File: src/rtl/tone_pkg.sv
// Shared definitions for the tone generator: FSM encoding, semitone constants,
// the equal-tempered base frequency table (C4..B4, mHz) and the half-period helper.
package tone_pkg;

  typedef enum logic [1:0] {
    ST_IDLE = 2'd0,
    ST_PLAY = 2'd1,
    ST_GAP  = 2'd2
  } tone_state_e;

  localparam int unsigned NUM_SEMI  = 12;
  localparam logic [3:0]  SEMI_C    = 4'd0;
  localparam logic [3:0]  SEMI_A    = 4'd9;
  localparam logic [3:0]  SEMI_B    = 4'd11;
  localparam logic [3:0]  SEMI_REST = 4'd12;

  localparam int unsigned BASE_FREQ_MHZ [NUM_SEMI] = '{
    261626, 277183, 293665, 311127, 329628, 349228,
    369994, 391995, 415305, 440000, 466164, 493883
  };

  // Rounded clock cycles per half period of the octave-4 base tone; 0 for rests.
  function automatic longint unsigned tone_half_period(longint unsigned clk_frq,
                                                       int unsigned semi);
    longint unsigned f;
    if (semi >= NUM_SEMI) return 64'd0;
    f = 64'(BASE_FREQ_MHZ[semi]);
    return (clk_frq * 64'd1000 + f) / (64'd2 * f);
  endfunction

  function automatic logic is_rest(logic [3:0] semi);
    return (semi >= SEMI_REST);
  endfunction

endpackage

File: src/rtl/tone_div.sv
// Loadable half-period counter: counts 0..HP-1 and toggles its square-wave output on wrap.
module tone_div #(
  parameter int unsigned HP_W = 18
) (
  input  logic            i_clk,
  input  logic            i_rstb,
  input  logic            i_load,
  input  logic            i_load_lvl,
  input  logic            i_en,
  input  logic            i_clr,
  input  logic [HP_W-1:0] i_half_period,
  output logic            o_wave
);

  logic [HP_W-1:0] r_cnt;
  logic            r_wave;
  logic [HP_W:0]   w_cnt_inc;
  logic            w_wrap;

  assign w_cnt_inc = {1'b0, r_cnt} + {{HP_W{1'b0}}, 1'b1};
  assign w_wrap    = (w_cnt_inc >= {1'b0, i_half_period});

  // Load wins over clear so a note accepted on the last cycle of the previous one still starts high.
  always_ff @(posedge i_clk or negedge i_rstb) begin
    if (!i_rstb) begin
      r_cnt  <= '0;
      r_wave <= 1'b0;
    end else if (i_load) begin
      r_cnt  <= '0;
      r_wave <= i_load_lvl;
    end else if (i_clr) begin
      r_cnt  <= '0;
      r_wave <= 1'b0;
    end else if (i_en) begin
      if (w_wrap) begin
        r_cnt  <= '0;
        r_wave <= ~r_wave;
      end else begin
        r_cnt  <= w_cnt_inc[HP_W-1:0];
      end
    end
  end

  assign o_wave = r_wave;

endmodule

File: src/rtl/tone_gen.sv
// Note player: IDLE/PLAY/GAP sequencer with fixed note length and square-wave pitch output.
// Optional macro TONE_GEN_RETRIGGER_EN lets a new note restart the one playing.
module tone_gen
  import tone_pkg::*;
#(
  parameter int unsigned C_CLK_FRQ = 100_000_000,
  parameter int unsigned C_NOTE_MS = 500,
  parameter int unsigned C_GAP_CYC = 1000
) (
  input  logic       clk,
  input  logic       rstb,
  input  logic       valid,
  input  logic [7:0] note,
  output logic       ready,
  output logic       busy,
  output logic       done,
  output logic       pwm
);

  localparam longint unsigned NOTE_CYC = 64'(C_NOTE_MS) * 64'(C_CLK_FRQ / 1000);
  localparam int unsigned DUR_W = (NOTE_CYC > 1) ? $clog2(NOTE_CYC) : 1;
  localparam int unsigned GAP_W = (C_GAP_CYC > 1) ? $clog2(C_GAP_CYC) : 1;
  localparam longint unsigned HP_MAX = tone_half_period(64'(C_CLK_FRQ), 0);
  localparam int unsigned HP_W = $clog2(HP_MAX + 1);
  localparam logic [DUR_W-1:0] DUR_LAST = DUR_W'(NOTE_CYC - 1);
  localparam logic [GAP_W-1:0] GAP_LAST = GAP_W'(C_GAP_CYC - 1);

  tone_state_e     r_state;
  tone_state_e     w_state_nxt;
  logic [DUR_W-1:0] r_dur;
  logic [GAP_W-1:0] r_gap;
  logic [6:0]      r_note;
  logic            r_done;
  logic            w_accept;
  logic            w_ready;
  logic [HP_W-1:0] w_hp_tab [16];
  logic [HP_W-1:0] w_hp;
  logic            w_div_en;
  logic            w_div_clr;
  logic            w_wave;
  logic            w_unused_note;

  assign w_unused_note = note[7];

  // Rest codes 12..15 map to zero, so the table is indexed by the raw semitone field.
  for (genvar k = 0; k < 16; k++) begin : g_hp
    assign w_hp_tab[k] = HP_W'(tone_half_period(64'(C_CLK_FRQ), unsigned'(k)));
  end

  assign w_hp = w_hp_tab[r_note[3:0]] >> r_note[6:4];

  always_ff @(posedge clk or negedge rstb) begin
    if (!rstb) r_state <= ST_IDLE;
    else       r_state <= w_state_nxt;
  end

  always_comb begin
    w_state_nxt = r_state;
    w_accept    = 1'b0;
    w_ready     = 1'b0;
    case (r_state)
      ST_IDLE: begin
        w_ready = 1'b1;
        if (valid) begin
          w_accept    = 1'b1;
          w_state_nxt = ST_PLAY;
        end
      end
      ST_PLAY: begin
`ifdef TONE_GEN_RETRIGGER_EN
        w_ready  = 1'b1;
        w_accept = valid;
`else
        w_ready  = 1'b0;
`endif
        if (!w_accept && (r_dur == DUR_LAST)) w_state_nxt = ST_GAP;
      end
      ST_GAP: begin
        if (r_gap == GAP_LAST) w_state_nxt = ST_IDLE;
      end
      default: w_state_nxt = ST_IDLE;
    endcase
  end

  // Duration counts from the first PLAY cycle; a retrigger restarts it from zero.
  always_ff @(posedge clk or negedge rstb) begin
    if (!rstb) begin
      r_dur  <= '0;
      r_gap  <= '0;
      r_note <= '0;
      r_done <= 1'b0;
    end else begin
      r_done <= (r_state == ST_GAP) && (w_state_nxt == ST_IDLE);
      if (w_accept) begin
        r_note <= note[6:0];
        r_dur  <= '0;
      end else if (r_state == ST_PLAY) begin
        r_dur  <= (r_dur == DUR_LAST) ? '0 : r_dur + 1'b1;
      end
      if (r_state == ST_GAP) begin
        r_gap <= (r_gap == GAP_LAST) ? '0 : r_gap + 1'b1;
      end else begin
        r_gap <= '0;
      end
    end
  end

  assign w_div_en  = (r_state == ST_PLAY) && !is_rest(r_note[3:0]);
  assign w_div_clr = (w_state_nxt != ST_PLAY);

  tone_div #(
    .HP_W(HP_W)
  ) u_div (
    .i_clk        (clk),
    .i_rstb       (rstb),
    .i_load       (w_accept),
    .i_load_lvl   (!is_rest(note[3:0])),
    .i_en         (w_div_en),
    .i_clr        (w_div_clr),
    .i_half_period(w_hp),
    .o_wave       (w_wave)
  );

  assign ready = w_ready;
  assign busy  = (r_state != ST_IDLE);
  assign done  = r_done;
  assign pwm   = w_wave;

endmodule
File: config.mk
export PLATFORM = sky130hd
export DESIGN_NAME = tone_gen
export DESIGN_NICKNAME = d
export VERILOG_FILES = /design/src/rtl/tone_pkg.sv /design/src/rtl/tone_div.sv /design/src/rtl/tone_gen.sv
export SDC_FILE = /design/constraint.sdc
export NUM_CORES = 1
export LEC_CHECK = 0
export ABC_CLOCK_PERIOD_IN_PS = 4000
export CORE_MARGIN = 2
export CORE_UTILIZATION = 44
export CTS_BUF_LIST = sky130_fd_sc_hd__clkbuf_8
export DETAILED_ROUTE_END_ITERATION = 8
export GPL_TIMING_DRIVEN = 0
export PLACE_DENSITY_LB_ADDON = 0.25
export REMOVE_ABC_BUFFERS = 1
export SLEW_MARGIN = 20
export SYNTH_ARGS = -nofsm -noshare
export SYNTH_HDL_FRONTEND = slang
export SYNTH_SLANG_ARGS = --single-unit
File: constraint.sdc
create_clock -name clk -period 4 [get_ports clk]
set_clock_uncertainty 0.1 [all_clocks]
set_input_delay 0.8 -clock clk [delete_from_list [all_inputs] [get_ports clk]]
set_output_delay 0.8 -clock clk [all_outputs]
set_load 0.02 [all_outputs]
* Word level (Yosys, flattened, before mapping)
Memories as Yosys holds them, arrays and structs flattened. Cells that the tools add are included.
Storage, ports and cells: flip-flop bits (word level) 65, ROM bits 288, bits of input ports 11, output and inout bits 4, word-level logic and storage cells 56, memories 1
Operators by class: add/sub/neg operators 3, order comparisons 4, equal/unequal tests 5, shift-type cells 1, muxes and demuxes 22, bitwise operators 2, reduce and logical (&&, ||, !) cells 11
Memory list:
- (name not given) | depth 16, width 18, rd ports 1, clocked after Yosys merged registers in 0, write ports 0, RTL line tone_gen.sv:50 | assign w_hp = w_hp_tab[r_note[3:0]] >> r_note[6:4];
Operator list (count):
- 18-bit two-way mux | 6
- 26-bit two-way mux | 3
- 26-bit by 1-bit adder with 26-bit output, second input constant | 1
- 26-bit equality test, second input constant | 1
- 10-bit two-way mux | 2
- 18-bit by 1-bit adder with 19-bit output, second input constant | 1
- 19-bit by 18-bit greater-or-equal comparator with 1-bit output | 1
- 18-bit by 3-bit right shift with 18-bit output | 1
- 10-bit by 1-bit adder with 10-bit output, second input constant | 1
- 10-bit equality test, second input constant | 1
- 4-bit greater-or-equal comparator, second input constant | 2
- 1-bit two-way mux | 7
- 2-bit two-way mux | 3
- 2-bit one-hot mux with 3 select lines | 1
- 3-bit nonzero test | 2
- 5-bit greater-or-equal comparator, second input constant | 1
- 4-bit NOT with 5-bit output | 1
- 2-bit logical NOT | 2
- 2-bit nonzero test | 2
- 2-bit by 1-bit equality test with 1-bit output, second input constant | 1
- 2-bit equality test, second input constant | 1
- 1-bit logical AND | 2
- 1-bit logical NOT | 2
- 2-bit by 1-bit inequality test with 1-bit output, second input constant | 1
- other kinds (2) | 2

* Logic depth before layout (Yosys ltp)
depth after elaboration 10, mapped depth 19, mapped depth without buffers 15

* Cells and area by module
Synthesis repeated with hierarchy kept, for this count alone.
Unflattened totals: cell total of the unflattened synthesis 605, area total of the unflattened synthesis 5089.9 µm²
By module, submodules not included:
- tone_gen | times used 1, cells an instance 410, area an instance 3483.3 µm², sequential area each 1151.1 µm²
- tone_div | times used 1, cells an instance 195, area an instance 1606.5 µm², sequential area each 475.5 µm²

* Least setup slack after synthesis
OpenSTA, ideal clock, no wires.
kind reg-to-reg, from register r_note[0], to register u_div.r_cnt[15], setup time 0.078 ns, arrival time 3.585 ns, required time 3.822 ns, setup slack 0.237 ns, cell stages (with the launch flop) 19, buffers on the path 4, clock period less this slack 3.763 ns, cells stage by stage dfrtp_1 > clkbuf_1 > inv_1 > ha_1 > clkbuf_1 > inv_1 > a221oi_1 > o22a_1 > a21oi_1 > mux2i_1 > ha_1 > a21oi_1 > o21ai_0 > a211oi_1 > o221a_2 > buf_2 > and3_4 > buf_6 > o2bb2ai_1
On the way: cells in the longest elaborated chain, start to end 10, elaborated cells between the ends (all ways) 14, those cells by class order compare (2); shift (1); mux (6); bitwise (1); reduce/logical (3); memory (1)
Ends and longest elaborated chain:
- start: declaration | RTL line tone_gen.sv:32 | logic [6:0] r_note;
- start signal: assignment | RTL line tone_gen.sv:95 | r_note <= note[6:0];
- 4-bit NOT with 5-bit output (implied by the code) | RTL line tone_gen.sv:50
- memory 16 x 18 bit
- 18-bit two-way mux (implied by the code) (2 in a row) | RTL line tone_gen.sv:50
- 18-bit by 3-bit right shift with 18-bit output | RTL line tone_gen.sv:50
- 19-bit by 18-bit greater-or-equal comparator with 1-bit output | RTL line tone_div.sv:21 | assign w_wrap = (w_cnt_inc >= {1'b0, i_half_period});
- 18-bit two-way mux | RTL line tone_div.sv:35 | if (w_wrap) begin
- 18-bit two-way mux | RTL line tone_div.sv:34 | end else if (i_en) begin
- 18-bit two-way mux | RTL line tone_div.sv:31 | end else if (i_clr) begin
- 18-bit two-way mux | RTL line tone_div.sv:28 | end else if (i_load) begin
- end signal: assignment | RTL line tone_div.sv:39 | r_cnt <= w_cnt_inc[HP_W-1:0];
- end: declaration | RTL line tone_div.sv:15 | logic [HP_W-1:0] r_cnt;
Parallel ways exist; a longest one is shown, timed or not. The select of a mux whose other input is x is not followed. A chain may end at the register's enable or synchronous reset.

* Worst setup path after layout
from register r_note[1], to register u_div.r_cnt[10]
The elaborated chain is that of the path after synthesis.

==> summary.md <==
| Metric | Value |
|---|---|
| Worst Setup Path Type | `flip-flop to flip-flop` |
| CP Launch Type | `flip-flop` |
| Area delta synth->final | `9.81%` |
| WP buf/inv | `1` |
| Seq cells post-synth | `65` |
| Hpwl dp | `8010 um` |
| RSZ-0062 raised after global routing | `no` |
| Final Cell Area | `5390 um^2` |
| Final Max Tran Viols | `0` |
| Netlist Area Pre-Place | `between 4000 and 5000 um^2` |
| CP max stage cell | `dfrtp_2` |
| Net switching power | `roughly 0.31 mW` |
| Overall power | `between 1 and 1.5 mW` |
| Syn avg cell area | `8.28 um^2` |
| Buffers on Ports | `13` |
| Clock Path Buffers | `2` |
| Area share of the largest cell type after synthesis | `about a third` |
| Clock share of power | `between 40 and 50%` |
| Final Worst Setup Slack | `~0.19 ns` |
| Share of layout cells above drive strength 1 | `a little under a tenth` |
| Sw frac | `24.5%` |
| Clock tree sinks | `65` |
| Synth area leaders | `dfrtp_1 (33%), ha_1 (7.1%), o21ai_0 (5.9%)` |
| Fin util | `49.5%` |
| CTS tree | `built` |
| Worst Tran Pin Value | `between 0.7 and 0.8 ns` |
| Site row count | `38` |
| Final nets | `around 620` |
| Tmin final | `approximately 3.8 ns` |
| Main flop type after synthesis | `dfrtp_1` |
| Leakage Power | `~2.2 nW` |
| WL final | `11300 um` |
| R2r setup slk | `between 0.15 and 0.2 ns` |
| Critical path peak fanout | `13` |
| Fill cell count | `approximately 1000` |
| IO Pins | `15` |
| Sequential Power Share | `between 50% and 60%` |
| CP Data Arrival Time | `~4.0 ns` |
| Final Non-Filler Cells | `730` |
| Worst Hold Class | `primary input to asynchronous set/reset pin` |
| Vias in the first global route | `4096` |
| Critical path capture point type | `flip-flop` |
| CP required | `approximately 4.2 ns` |
| Drt drc | `0` |
| Max incr delay on CP | `roughly 0.49 ns` |
| Share of flip-flops with an asynchronous set or reset | `100%` |
| Starting density of the core | `approximately 45%` |
| Post-detailed-route wirelength per cell | `about 16 um` |
| Total GRT Usage | `about a fifth` |
| Final setup viols | `0` |
| Dpl ws | `-0.360 ns` |
| Most frequent cells in the layout | `nand2_1 (64), dfrtp_1 (60), o21ai_0 (55)` |
| Largest net degree at the start of global routing | `between 40 and 50` |
| Die height | `110 um` |
| Final worst-path cycle share | `a little over nine tenths` |
| Detailed Route Iter0 Violations | `309` |
| Clk_lat worst skew | `between 0.3 and 0.4 ns` |
| Maximum operating frequency | `0.262 GHz` |
| Overflow after GRT | `0` |
| Area post-placement | `5100 um^2` |
| Routed vias | `between 4000 and 5000` |
| DIE WIDTH | `~110 um` |
| Clk slew on worst S/H paths | `roughly 0.08 ns` |
| CTS Buf Count | `9` |
| Post-synth EDFFs | `0` |
| Pint | `around 0.96 mW` |
| Core Box Area | `about 11000 um^2` |
| Mapped Cells | `about 590` |
| Delay-heaviest family, CP | `compound AO/OA/AOI/OAI gates` |
| Critical Path Most Common Cell | `a211o_1` |
| Warnings from Yosys | `0` |
| Cell variety after synth | `60` |
| Post-synthesis sequential area ratio | `about a third` |
| Hold WS | `around 0.23 ns` |
| Pwr Density | `236 nW/um^2` |
| First-pass GRT wire length | `~20000 um` |
| Initial antenna violation count | `0` |
| Worst slew margin | `between 40% and 50%` |
| Die area | `about 12000 um^2` |
| Status | `completed` |
| Hold Fails Final Rpt | `0` |
| Worst VDD drop | `around 210 uV` |
| Vias/cell | `approximately 6.0` |
| CP Cell Sequence | `clkinvlp_4 -> ha_2 -> nor2_1 -> a21oi_1 -> a2bb2oi_1 -> a221oi_1 -> a211o_1 -> o21a_1 -> ha_1 -> nand2b_1 -> a211o_1 -> a211oi_2 -> o221a_2 -> and3_4 -> a22o_1` |
| Setup_tns | `0 ns` |
| DP Cell Count | `about 700` |
| Post-route ant nets | `0` |
| Gate power share | `under 10%` |
| Max-cap violations | `0` |
| H-Tree Depth | `3` |
| Post-synth top area cell | `dfrtp_1` |
| Antenna cells | `0` |
| Commonest non-fill, non-tap cell in the layout | `nand2_1` |
| Root Driver | `clkbuf_8` |
| GPL Wtd Cong | `approximately 0.86` |
| TritonRoute pass-1 iters | `4` |
## worst paths after layout
| check | startpoint | to | cells past startpoint |
|---|---|---|---|
| worst max-delay path | r_note[1] | u_div.r_cnt[10] | 15 |
| worst min-delay path | rstb | r_dur[15] | 1 |
| worst max register to register | r_note[1] | u_div.r_cnt[10] | 15 |
| worst min register to register | r_gap[0] | r_gap[0] | 1 |
| max in group asynchronous | rstb | u_div.r_cnt[12] | 2 |
| min in group clk | r_gap[0] | r_gap[0] | 1 |
## cells by family after synthesis
logic type	share of synthesized area, %
muxes	5.22
xor gates and xnor gates	4.10
DFF	33.1
AOI/OAI and AO/OA	22.8
adders and majority gates	7.13
and+or+nand+nor	22.8
buffers and inverters	4.81
## synthesized netlist by cell type (4+ instances only)
library cell,n
mux2i_1,20
inv_1,14
clkbuf_1,24
a211oi_1,6
o31ai_1,10
nor2b_1,10
ha_1,28
and4_1,5
a22o_1,12
nand2b_1,11
buf_2,8
a21oi_1,26
o211ai_1,5
mux2_2,5
nor3_1,9
and3_1,12
nor2_1,54
o22ai_1,6
o21a_1,6
o21ai_0,58
xor2_1,8
o41ai_1,4
nand3_1,28
dfrtp_1,65
a31oi_1,10
xnor2_1,15
buf_1,4
nand4_1,14
and2_1,5
nand2_1,64
## cell type report
class / instances / area, um^2 / area share, %
inverter: 14 / 60.1 / 1.11
timing repair buffer: 21 / 219 / 4.06
multi-input combinational: 474 / 3100 / 57.5
clock buffer: 9 / 124 / 2.30
sequential: 65 / 1640 / 30.4
tap: 140 / 175 / 3.25
clock inverter: 7 / 78.8 / 1.46
## metal layers
| layer | up-vias | GRT usage [%] | routed length, um |
|---|---|---|---|
| met5 | - | 0 | 0 |
| met4 | 0 | 5.42 | 144 |
| met3 | 15 | 4.51 | 438 |
| met2 | 92 | 33.2 | 5340 |
| met1 | 2123 | 27.7 | 5420 |
| li1 | 2157 | - | - |
## registers in the layout (all words and copies together) (netlist names)
signal        flops
r_state           2
r_note            7
r_gap            10
u_div.r_cnt      18
r_dur            26
done              1
u_div.o_wave      1
## what timing repair did
item / CTS / global route
buffers inserted: 2 / 3
pin swaps: 1 / 0
resized for setup: 7 / 12
hold buffers: 0 / 0
endpoints found under the setup margin: 19 / 19
## power groups by stage
stage               combinational [mW]  sequential (mW)  clock (mW)
floorplan                     0.000291            0.670           0
global placement                0.0231            0.670           0
detailed placement              0.0269            0.670           0
CTS                             0.0268            0.656       0.611
global route                    0.0295            0.656       0.640
finish                          0.0251            0.656       0.591
Power figures use the tool's default switching activity.
